==> src/rtl/pcs_pkg.sv <==
// Shared PCS definitions: sync headers, block/SERDES widths, XGMII control
// characters and the 66-bit block payload layout.
package pcs_pkg;

    localparam int unsigned PCS_BLOCK_W = 66;
    localparam int unsigned SERDES_W    = 32;

    localparam logic [1:0] SYNC_DATA = 2'b01;
    localparam logic [1:0] SYNC_CTRL = 2'b10;

    localparam logic [7:0] XGMII_IDLE  = 8'h07;
    localparam logic [7:0] XGMII_START = 8'hFB;
    localparam logic [7:0] XGMII_TERM  = 8'hFD;
    localparam logic [7:0] XGMII_ERROR = 8'hFE;

    // Encoded block as presented by the encoder: header in the top two bits.
    typedef struct packed {
        logic [1:0]  sync;
        logic [63:0] payload;
    } pcs_block_t;

    // Line order: header first (bit 64 then 65), then payload LSB first.
    function automatic logic [PCS_BLOCK_W-1:0] pcs_serial_order(input pcs_block_t blk);
        return {blk.payload, blk.sync};
    endfunction

    function automatic logic sync_is_legal(input logic [1:0] sync);
        return (sync == SYNC_DATA) || (sync == SYNC_CTRL);
    endfunction

endpackage

==> src/rtl/tx_gearbox_66to32_if.sv <==
// Encoder-side and SERDES-side handshakes of the 66->32 gearbox plus status.
//   slave  : gearbox view (consumes blocks, produces words and status)
//   master : environment view (offers blocks, consumes words)
interface tx_gearbox_66to32_if #(
    parameter int unsigned CNT_WIDTH = 16
);
    import pcs_pkg::*;

    logic [PCS_BLOCK_W-1:0] encoded_data_in;
    logic                   encoded_valid_in;
    logic                   encoded_ready_out;
    logic [SERDES_W-1:0]    gearbox_data_out;
    logic                   gearbox_valid_out;
    logic                   gearbox_ready_in;
    logic [CNT_WIDTH-1:0]   hdr_err_count;
    logic [7:0]             fill_level;

    modport slave (
        input  encoded_data_in, encoded_valid_in, gearbox_ready_in,
        output encoded_ready_out, gearbox_data_out, gearbox_valid_out,
        output hdr_err_count, fill_level
    );

    modport master (
        output encoded_data_in, encoded_valid_in, gearbox_ready_in,
        input  encoded_ready_out, gearbox_data_out, gearbox_valid_out,
        input  hdr_err_count, fill_level
    );

endinterface

==> src/rtl/gearbox_shift_buffer.sv <==
// Bit-accurate shift buffer: pops OUT_W bits from the bottom and inserts an
// IN_W-bit vector directly above the surviving valid bits, in one cycle.
//   clk, rst : clock, synchronous active-high reset
//   push_i   : insert data_i this cycle (caller guarantees room)
//   pop_i    : drop the bottom OUT_W bits this cycle (caller guarantees cnt >= OUT_W)
//   data_i   : vector to insert, bit 0 oldest
//   word_o   : bottom OUT_W bits of the buffer register
//   cnt_o    : number of valid bits held
module gearbox_shift_buffer #(
    parameter int unsigned IN_W  = 66,
    parameter int unsigned OUT_W = 32,
    parameter int unsigned BUF_W = 128,
    parameter int unsigned CNT_W = 8
) (
    input  logic             clk,
    input  logic             rst,
    input  logic             push_i,
    input  logic             pop_i,
    input  logic [IN_W-1:0]  data_i,
    output logic [OUT_W-1:0] word_o,
    output logic [CNT_W-1:0] cnt_o
);

    logic [BUF_W-1:0] sbuf_q, sbuf_d;
    logic [CNT_W-1:0] cnt_q, cnt_d;
    logic [CNT_W-1:0] base_c;

    // Bits above cnt stay zero, so the insert can simply OR into place.
    always_comb begin
        sbuf_d = sbuf_q;
        base_c = cnt_q;
        if (pop_i) begin
            sbuf_d = sbuf_q >> OUT_W;
            base_c = cnt_q - CNT_W'(OUT_W);
        end
        cnt_d = base_c;
        if (push_i) begin
            sbuf_d = sbuf_d | (BUF_W'(data_i) << base_c);
            cnt_d  = base_c + CNT_W'(IN_W);
        end
    end

    always_ff @(posedge clk) begin
        if (rst) begin
            sbuf_q <= '0;
            cnt_q  <= '0;
        end else begin
            sbuf_q <= sbuf_d;
            cnt_q  <= cnt_d;
        end
    end

    assign word_o = sbuf_q[OUT_W-1:0];
    assign cnt_o  = cnt_q;

endmodule

==> src/rtl/tx_gearbox_66to32.sv <==
// 66-bit block to 32-bit word transmit gearbox with sync-header error count.
//   clk : single clock
//   rst : synchronous active-high reset
//   bus : encoded_* block handshake in, gearbox_* word handshake out,
//         hdr_err_count (saturating illegal-header count), fill_level (bits held)
module tx_gearbox_66to32
    import pcs_pkg::*;
#(
    parameter int unsigned CNT_WIDTH = 16
) (
    input  logic                 clk,
    input  logic                 rst,
    tx_gearbox_66to32_if.slave   bus
);

    localparam int unsigned IN_WIDTH  = PCS_BLOCK_W;
    localparam int unsigned OUT_WIDTH = SERDES_W;
    localparam int unsigned BUF_WIDTH = 128;
    localparam int unsigned FILL_W    = 8;

    localparam logic [FILL_W-1:0] READY_MAX = FILL_W'(BUF_WIDTH - IN_WIDTH);
    localparam logic [FILL_W-1:0] VALID_MIN = FILL_W'(OUT_WIDTH);

    logic [FILL_W-1:0]    fill;
    logic [OUT_WIDTH-1:0] word;
    logic                 ready_c, valid_c, in_fire_c, out_fire_c;
    pcs_block_t           blk_c;
    logic [CNT_WIDTH-1:0] hdr_cnt_q, hdr_cnt_d;

    // Handshakes decoded from the fill register only.
    assign ready_c    = (fill <= READY_MAX);
    assign valid_c    = (fill >= VALID_MIN);
    assign in_fire_c  = bus.encoded_valid_in && ready_c;
    assign out_fire_c = valid_c && bus.gearbox_ready_in;
    assign blk_c      = pcs_block_t'(bus.encoded_data_in);

    gearbox_shift_buffer #(
        .IN_W  (IN_WIDTH),
        .OUT_W (OUT_WIDTH),
        .BUF_W (BUF_WIDTH),
        .CNT_W (FILL_W)
    ) u_shift_buffer (
        .clk    (clk),
        .rst    (rst),
        .push_i (in_fire_c),
        .pop_i  (out_fire_c),
        .data_i (pcs_serial_order(blk_c)),
        .word_o (word),
        .cnt_o  (fill)
    );

    // Saturating count of accepted blocks whose header is 00 or 11.
    always_comb begin
        hdr_cnt_d = hdr_cnt_q;
        if (in_fire_c && !sync_is_legal(blk_c.sync) && (hdr_cnt_q != '1)) begin
            hdr_cnt_d = hdr_cnt_q + CNT_WIDTH'(1);
        end
    end

    always_ff @(posedge clk) begin
        if (rst) begin
            hdr_cnt_q <= '0;
        end else begin
            hdr_cnt_q <= hdr_cnt_d;
        end
    end

    assign bus.encoded_ready_out = ready_c;
    assign bus.gearbox_valid_out = valid_c;
    assign bus.gearbox_data_out  = word;
    assign bus.hdr_err_count     = hdr_cnt_q;
    assign bus.fill_level        = fill;

endmodule

==> src/flat_wrapper.sv <==
// flat-port wrapper written by rule: the top's interface ports become plain ports
module tx_gearbox_66to32_flat import pcs_pkg::*;
#(
    parameter int unsigned CNT_WIDTH = 16
)
  (clk, rst, bus_encoded_data_in, bus_encoded_valid_in, bus_gearbox_ready_in, bus_encoded_ready_out, bus_gearbox_data_out, bus_gearbox_valid_out, bus_hdr_err_count, bus_fill_level);
  tx_gearbox_66to32_if #(.CNT_WIDTH(CNT_WIDTH)) bus_i ();
  input  logic clk;
  input  logic rst;
  input wire logic [$bits(bus_i.encoded_data_in)-1:0] bus_encoded_data_in;
  input wire logic [$bits(bus_i.encoded_valid_in)-1:0] bus_encoded_valid_in;
  input wire logic [$bits(bus_i.gearbox_ready_in)-1:0] bus_gearbox_ready_in;
  output wire logic [$bits(bus_i.encoded_ready_out)-1:0] bus_encoded_ready_out;
  output wire logic [$bits(bus_i.gearbox_data_out)-1:0] bus_gearbox_data_out;
  output wire logic [$bits(bus_i.gearbox_valid_out)-1:0] bus_gearbox_valid_out;
  output wire logic [$bits(bus_i.hdr_err_count)-1:0] bus_hdr_err_count;
  output wire logic [$bits(bus_i.fill_level)-1:0] bus_fill_level;
  assign bus_i.encoded_data_in = bus_encoded_data_in;
  assign bus_i.encoded_valid_in = bus_encoded_valid_in;
  assign bus_i.gearbox_ready_in = bus_gearbox_ready_in;
  assign bus_encoded_ready_out = bus_i.encoded_ready_out;
  assign bus_gearbox_data_out = bus_i.gearbox_data_out;
  assign bus_gearbox_valid_out = bus_i.gearbox_valid_out;
  assign bus_hdr_err_count = bus_i.hdr_err_count;
  assign bus_fill_level = bus_i.fill_level;
  tx_gearbox_66to32 #(.CNT_WIDTH(CNT_WIDTH)) u_core (.clk(clk), .rst(rst), .bus(bus_i));
endmodule
==> config.mk <==
export PLATFORM = sky130hd
export DESIGN_NAME = tx_gearbox_66to32_flat
export DESIGN_NICKNAME = d
export VERILOG_FILES = /design/src/rtl/pcs_pkg.sv /design/src/rtl/tx_gearbox_66to32_if.sv /design/src/rtl/gearbox_shift_buffer.sv /design/src/rtl/tx_gearbox_66to32.sv /design/src/flat_wrapper.sv
export SDC_FILE = /design/constraint.sdc
export NUM_CORES = 1
export LEC_CHECK = 0
export CAP_MARGIN = 40
export CORE_ASPECT_RATIO = 1.4
export CORE_MARGIN = 4
export CORE_UTILIZATION = 45
export CTS_BUF_LIST = sky130_fd_sc_hd__clkbuf_16
export CTS_CLUSTER_SIZE = 24
export DETAILED_ROUTE_END_ITERATION = 12
export GPL_TIMING_DRIVEN = 0
export PLACE_DENSITY = 0.78
export SYNTH_ARGS = -nofsm -noshare
export SYNTH_HDL_FRONTEND = slang
export SYNTH_SLANG_ARGS = --single-unit
==> constraint.sdc <==
create_clock -name clk -period 3.03 [get_ports clk]
set_clock_uncertainty 0.05 [all_clocks]
set_input_delay 0.303 -clock clk [delete_from_list [all_inputs] [get_ports clk]]
set_output_delay 0.303 -clock clk [all_outputs]
set_load 0.02 [all_outputs]
== Word level (Yosys, flattened, before mapping) ==
Index checks and enable logic that the tools add are counted.

* Logic and storage cells: 23
* Bits in registers: 152
* Output and inout port bits: 58

* Bitwise logic cells: 1
* Magnitude comparators: 2
* Add/sub/neg operators: 3
* Eq/ne operators: 3
* Shift operators: 1
* Reduce and logical (&&, ||, !) cells: 6
* Multiplexer cells: 4

{| class="wikitable"
|+ Operator list
! cell !! count
|-
| 2-to-1 mux 128 bit || 2
|-
| OR 128 bit || 1
|-
| << shifter 66 x 8 -> 128 bit || 1
|-
| adder 16 x 1 -> 16 bit (second input constant) || 1
|-
| 2-to-1 mux 8 bit || 2
|-
| inequality test 16 bit (second input constant) || 1
|-
| adder 8 x 7 -> 8 bit (second input constant) || 1
|-
| greater-or-equal comparator 8 x 6 -> 1 bit (second input constant) || 1
|-
| <= comparator 8 x 6 -> 1 bit (second input constant) || 1
|-
| subtractor 8 x 6 -> 8 bit (second input constant) || 1
|-
| logical AND 1 bit || 4
|-
| == test 2 x 1 -> 1 bit (second input constant) || 1
|-
| == test 2 bit (second input constant) || 1
|-
| zero test 1 bit || 1
|-
| logical OR 1 bit || 1
|}

== Longest topological paths before layout ==
* Word-level depth: 6
* Depth in mapped cells: 14

== By module ==
A second synthesis with hierarchy kept.

* Cells, all modules: 1281
* Area, all modules: 11735.0 µm²

{| class="wikitable"
|+ By module, submodules not included
! module !! area each (µm²) !! instances !! cells each
|-
| gearbox_shift_buffer || 10784.1 || 1 || 1176
|-
| tx_gearbox_66to32 || 950.9 || 1 || 105
|}

== Worst setup path before layout ==
No wires, ideal clock.

* Path type: register to register
* Start point: reg u_core.u_shift_buffer.cnt_q[2] (netlist: u_core.u_shift_buffer.cnt_o[2])
* End point: reg u_core.u_shift_buffer.sbuf_q[102]
* Library setup time: 0.070 ns
* Arrival: 2.734 ns
* Stages on the path, launching flop included: 15
* Setup slack: 0.176 ns
* Data required time: 2.910 ns
* Period minus slack after synthesis: 2.854 ns
* Buffers on the path: 7
* Cells stage by stage: dfxtp_1 -> buf_6 -> buf_6 -> inv_2 -> buf_6 -> ha_1 -> nand4bb_1 -> buf_2 -> nand2_1 -> nand2_1 -> buf_2 -> buf_2 -> clkbuf_1 -> a22oi_1 -> a21oi_1

* Longest elaborated chain between the ends: 6

{| class="wikitable"
|+ RTL lines
! what !! RTL line !! source
|-
| from (decl) || gearbox_shift_buffer.sv:25 || <nowiki>logic [CNT_W-1:0] cnt_q, cnt_d;</nowiki>
|-
| from (signal assigned) || gearbox_shift_buffer.sv:49 || <nowiki>cnt_q <= cnt_d;</nowiki>
|-
| greater-or-equal comparator 8 x 6 -> 1 bit * || tx_gearbox_66to32.sv:32 || <nowiki>assign valid_c = (fill >= VALID_MIN);</nowiki>
|-
| via bus_gearbox_valid_out || flat_wrapper.sv:15 || <nowiki>output wire logic [$bits(bus_i.gearbox_valid_out)-1:0] bus_gearbox_valid_out;</nowiki>
|-
| logical AND 1 bit * || tx_gearbox_66to32.sv:34 || <nowiki>assign out_fire_c = valid_c && bus.gearbox_ready_in;</nowiki>
|-
| 2-to-1 mux 8 bit || gearbox_shift_buffer.sv:32 || <nowiki>if (pop_i) begin</nowiki>
|-
| << shifter 66 x 8 -> 128 bit || gearbox_shift_buffer.sv:38 || <nowiki>sbuf_d = sbuf_d | (BUF_W'(data_i) << base_c);</nowiki>
|-
| OR 128 bit || gearbox_shift_buffer.sv:38 ||
|-
| 2-to-1 mux 128 bit * || gearbox_shift_buffer.sv:37 || <nowiki>if (push_i) begin</nowiki>
|-
| to (signal assigned) || gearbox_shift_buffer.sv:48 || <nowiki>sbuf_q <= sbuf_d;</nowiki>
|-
| to (decl) || gearbox_shift_buffer.sv:24 || <nowiki>logic [BUF_W-1:0] sbuf_q, sbuf_d;</nowiki>
|}

The timed path passes the listed nets; every way through them passes the cells marked *.
A chain may end at the register's enable or synchronous reset.

== Worst setup path in the final report ==
* Start point: reg u_core.u_shift_buffer.cnt_q[3] (netlist: u_core.u_shift_buffer.cnt_o[3])
* End point: reg u_core.u_shift_buffer.sbuf_q[82]

* Longest elaborated chain between the ends: 6

{| class="wikitable"
|+ RTL lines
! what !! RTL line
|-
| greater-or-equal comparator 8 x 6 -> 1 bit || tx_gearbox_66to32.sv:32
|-
| logical AND 1 bit || tx_gearbox_66to32.sv:34
|-
| 2-to-1 mux 8 bit || gearbox_shift_buffer.sv:32
|-
| << shifter 66 x 8 -> 128 bit || gearbox_shift_buffer.sv:38
|-
| OR 128 bit || gearbox_shift_buffer.sv:38
|-
| 2-to-1 mux 128 bit * || gearbox_shift_buffer.sv:37
|}

Every way passes the cells marked *; elsewhere a longest branch is shown, timed or not.

==> results.sh <==
export IMPL_setup_ws_ns=0.0187
export IMPL_synth_top_area_share_pct=25.1
export IMPL_drc=0
export IMPL_fp_dieW_um=146
export IMPL_path_max_fanout=10
export IMPL_drtIter0Drc=1466
export IMPL_grt_usage_pct=42.1
export IMPL_final_max_slew_viol_count=0
export IMPL_synthesis_nets=1479
export IMPL_cts_buffers_inserted=17
export IMPL_cp_data_required_time_ns=3.26
export IMPL_avgSynthCellArea_sq_um=8.56
export IMPL_grt_pass1_vias=13100
export IMPL_antenna_cells=0
export IMPL_startpoint_type="register"
export IMPL_nNetsFinal=1635
export IMPL_async_flop_share_pct=0
export IMPL_setup_tns_ns=0
export IMPL_criticalPathCategory="register to register"
export IMPL_num_rows=70
export IMPL_syn_to_final_growth_pct=22.7
export IMPL_drtAntennaViolNets=0
export IMPL_grt_pass1_wl_um=91300
export IMPL_pre_cts_ws_ns=-1.13
export IMPL_yosys_register_bits=151
export IMPL_synth_cells_most_frequent="dfxtp_1, mux2i_1, nand2_1"
export IMPL_die_y_um=201
export IMPL_yosysWarnings=0
export IMPL_critPathTopFamily="multiplexers"
export IMPL_p_leak_nw=5.53
export IMPL_yosys_top_cells_area="dfxtp_1, mux2i_1, mux4_2, nand2_1, a21oi_1"
export IMPL_wl_um=64400
export IMPL_finalHoldViolCount=0
export IMPL_status="complete, no violations"
export IMPL_root_buffer="clkbuf_16"
export IMPL_viasPerCell=7.14
export IMPL_cp_slowest_cell="mux2i_1"
export IMPL_layout_drive_gt1_share_pct=19.8
export IMPL_slew_headroom_pct=33.9
export IMPL_path_cells="buf_6, buf_4, buf_2, mux4_2, nand2_1, o21ai_1, mux2i_1, a2111o_1, a31oi_1"
export IMPL_rsz0062_at_grt="yes"
export IMPL_port_buffers=123
export IMPL_cts_tree="yes"
export IMPL_critPathCaptureType="register"
export IMPL_post_route_period_util_pct=99.4
export IMPL_core_area_sq_mm=0.0262
export IMPL_drv_cap=0
export IMPL_clkLatencyLatePin_ns=0.45
export IMPL_fin_crit_ns=3.01
export IMPL_r2r_start="u_core.u_shift_buffer.cnt_o[3]$_SDFFE_PP0N_"
export IMPL_dp_hpwl_um=50200
export IMPL_yosysUniqueCellTypes=81
export IMPL_startpoint="u_core.u_shift_buffer.cnt_o[3]$_SDFFE_PP0N_"
export IMPL_synth_main_ff_cell="dfxtp_1"
export IMPL_synth_edf_count=0
export IMPL_start_util_pct=45.9
export IMPL_dieArea_sq_mm=0.0294
export IMPL_max_stage_delay_ns=0.69
export IMPL_cts_htree_levels=4
export IMPL_drtPass1Iterations=9
export IMPL_cts_path_max_buffers=2
export IMPL_ctsHoldBuffers=0
export IMPL_grt_ovfl_total=0
export IMPL_clk_transition_reported_paths_ns=0.07
export IMPL_grt_max_degree=20
export IMPL_tightest_slew_ns=0.991
export IMPL_gp_congestion=1.08
export IMPL_p_per_area_mw_per_mm2=1130
export IMPL_num_io_pins=128
export IMPL_crit_buf_inv=3
export IMPL_vias=13600
export IMPL_synth_top_area_cell="dfxtp_1"
export IMPL_netlist_area_sq_mm=0.0120
export IMPL_synthCells=1404
export IMPL_setup_viol=0
export IMPL_cts_sinks=151
export IMPL_wl_per_cell_um=34.0
export IMPL_min_delay_start="u_core.u_shift_buffer.sbuf_q[120]$_SDFF_PP0_"
export IMPL_hold_class="register to register"
export IMPL_max_freq_mhz=332
export IMPL_antenna_found_initial=0
export IMPL_crit_arrival_ns=3.24
export IMPL_ys_seq_area_share_pct=25.1
export IMPL_ir_drop_mv=0.538
==> layout make-up <==
type                    instances  area (sq um)
plain buffers                 160          1050
clock buffers                  17           425
clock inverters                15           176
fillers                      2409         11400
inverters                      13          48.8
multi-input cells            1077          8220
flip-flops and latches        151          3030
well taps                     324           405
repair buffers                140          1410
==> path summary, 6_finish.rpt <==
path | to | slack [ns] | cells past startpoint
setup / recovery | u_core.u_shift_buffer.sbuf_q[82]$_SDFF_PP0_ | 0.02 | 9
hold / removal | u_core.u_shift_buffer.sbuf_q[120]$_SDFF_PP0_ | 0.39 | 2
setup reg to reg | u_core.u_shift_buffer.sbuf_q[82]$_SDFF_PP0_ | 0.02 | 9
hold reg to reg | u_core.u_shift_buffer.sbuf_q[120]$_SDFF_PP0_ | 0.39 | 2
==> where the power goes <==
| part | switching [W] | internal [W] |
|---|---|---|
| clock network | 0.000978 | 0.00130 |
| registers | 0.000418 | 0.00268 |
| logic | 0.00719 | 0.00415 |
| total | 0.00858 | 0.00813 |
==> kinds of logic after synthesis <==
logic type / after synthesis / share of synthesized area, %
flip-flops: 151 / 25.1
AO/OA/AOI/OAI: 422 / 23.3
other: 1 / 0.0312
adder cells (fa/ha/maj): 5 / 0.520
AND/OR/NAND/NOR: 367 / 13.8
buffers and inverters: 176 / 7.95
multiplexers: 260 / 27.6
XOR/XNOR: 22 / 1.60
==> state kept, by name, summed over array words and instances, names as in the netlist <==
| register | flops |
|---|---|
| u_core.u_shift_buffer.sbuf_q | 128 |
| u_core.bus.hdr_err_count | 16 |
| u_core.u_shift_buffer.cnt_o | 7 |
==> metal layers <==
metal | global-route usage, % | vias to the layer above | part of all wire [%]
met5 | 1.83 | - | 0.081
met4 | 31.0 | 2 | 9.3
met3 | 9.75 | 316 | 11
met2 | 66.1 | 1125 | 44
met1 | 50.0 | 6505 | 36
li1 | - | 5602 | -
==> per-stage QoR <==
stage	util (%)	hold slack, ns	instance area [sq um]	cells	total power [W]
2_1_floorplan	-	0.365	12000	1404	0.00941
3_3_place_gp	52.2	0.376	13700	1851	0.0134
3_5_place_dp	52.7	0.382	13800	1866	0.0135
4_1_cts	55.8	0.390	14600	1898	0.0161
5_1_grt	56.3	0.417	14800	1897	0.0171
6_report	56.3	0.391	14800	1897	0.0167
==> worst register-to-register path, delay by kind of cell, from the launching register on <==
family,cells,cell delay (ns)
DFF,1,0.37
and+or+nand+nor,1,0.09
buffers and inverters,3,0.73
muxes,2,1.08
AOI/OAI and AO/OA,3,0.54
==> repair_timing <==
item                                    4_1_cts  5_1_grt
gates cloned                                  0        0
resized for setup                            77       47
endpoints found under the setup margin      132       99
pin swaps                                     2        2
setup buffers                                 2        0
==> placed cells by master, fill, tap and decap left out, types with 25 or more instances in the layout <==
master / Yosys / routed
nor3_1: 27 / 25
nand3_1: 30 / 29
o21ai_0: 28 / 27
nand2_1: 137 / 130
mux4_2: 50 / 50
clkdlybuf4s50_1: 0 / 122
o21ai_1: 45 / 45
a21oi_1: 96 / 96
mux2i_1: 151 / 149
clkbuf_1: 54 / 33
mux2_2: 41 / 41
buf_4: 41 / 64
dfxtp_1: 151 / 149
nor2_1: 112 / 105
o22ai_1: 65 / 62
No activity file was read; power rests on OpenSTA's default activity.
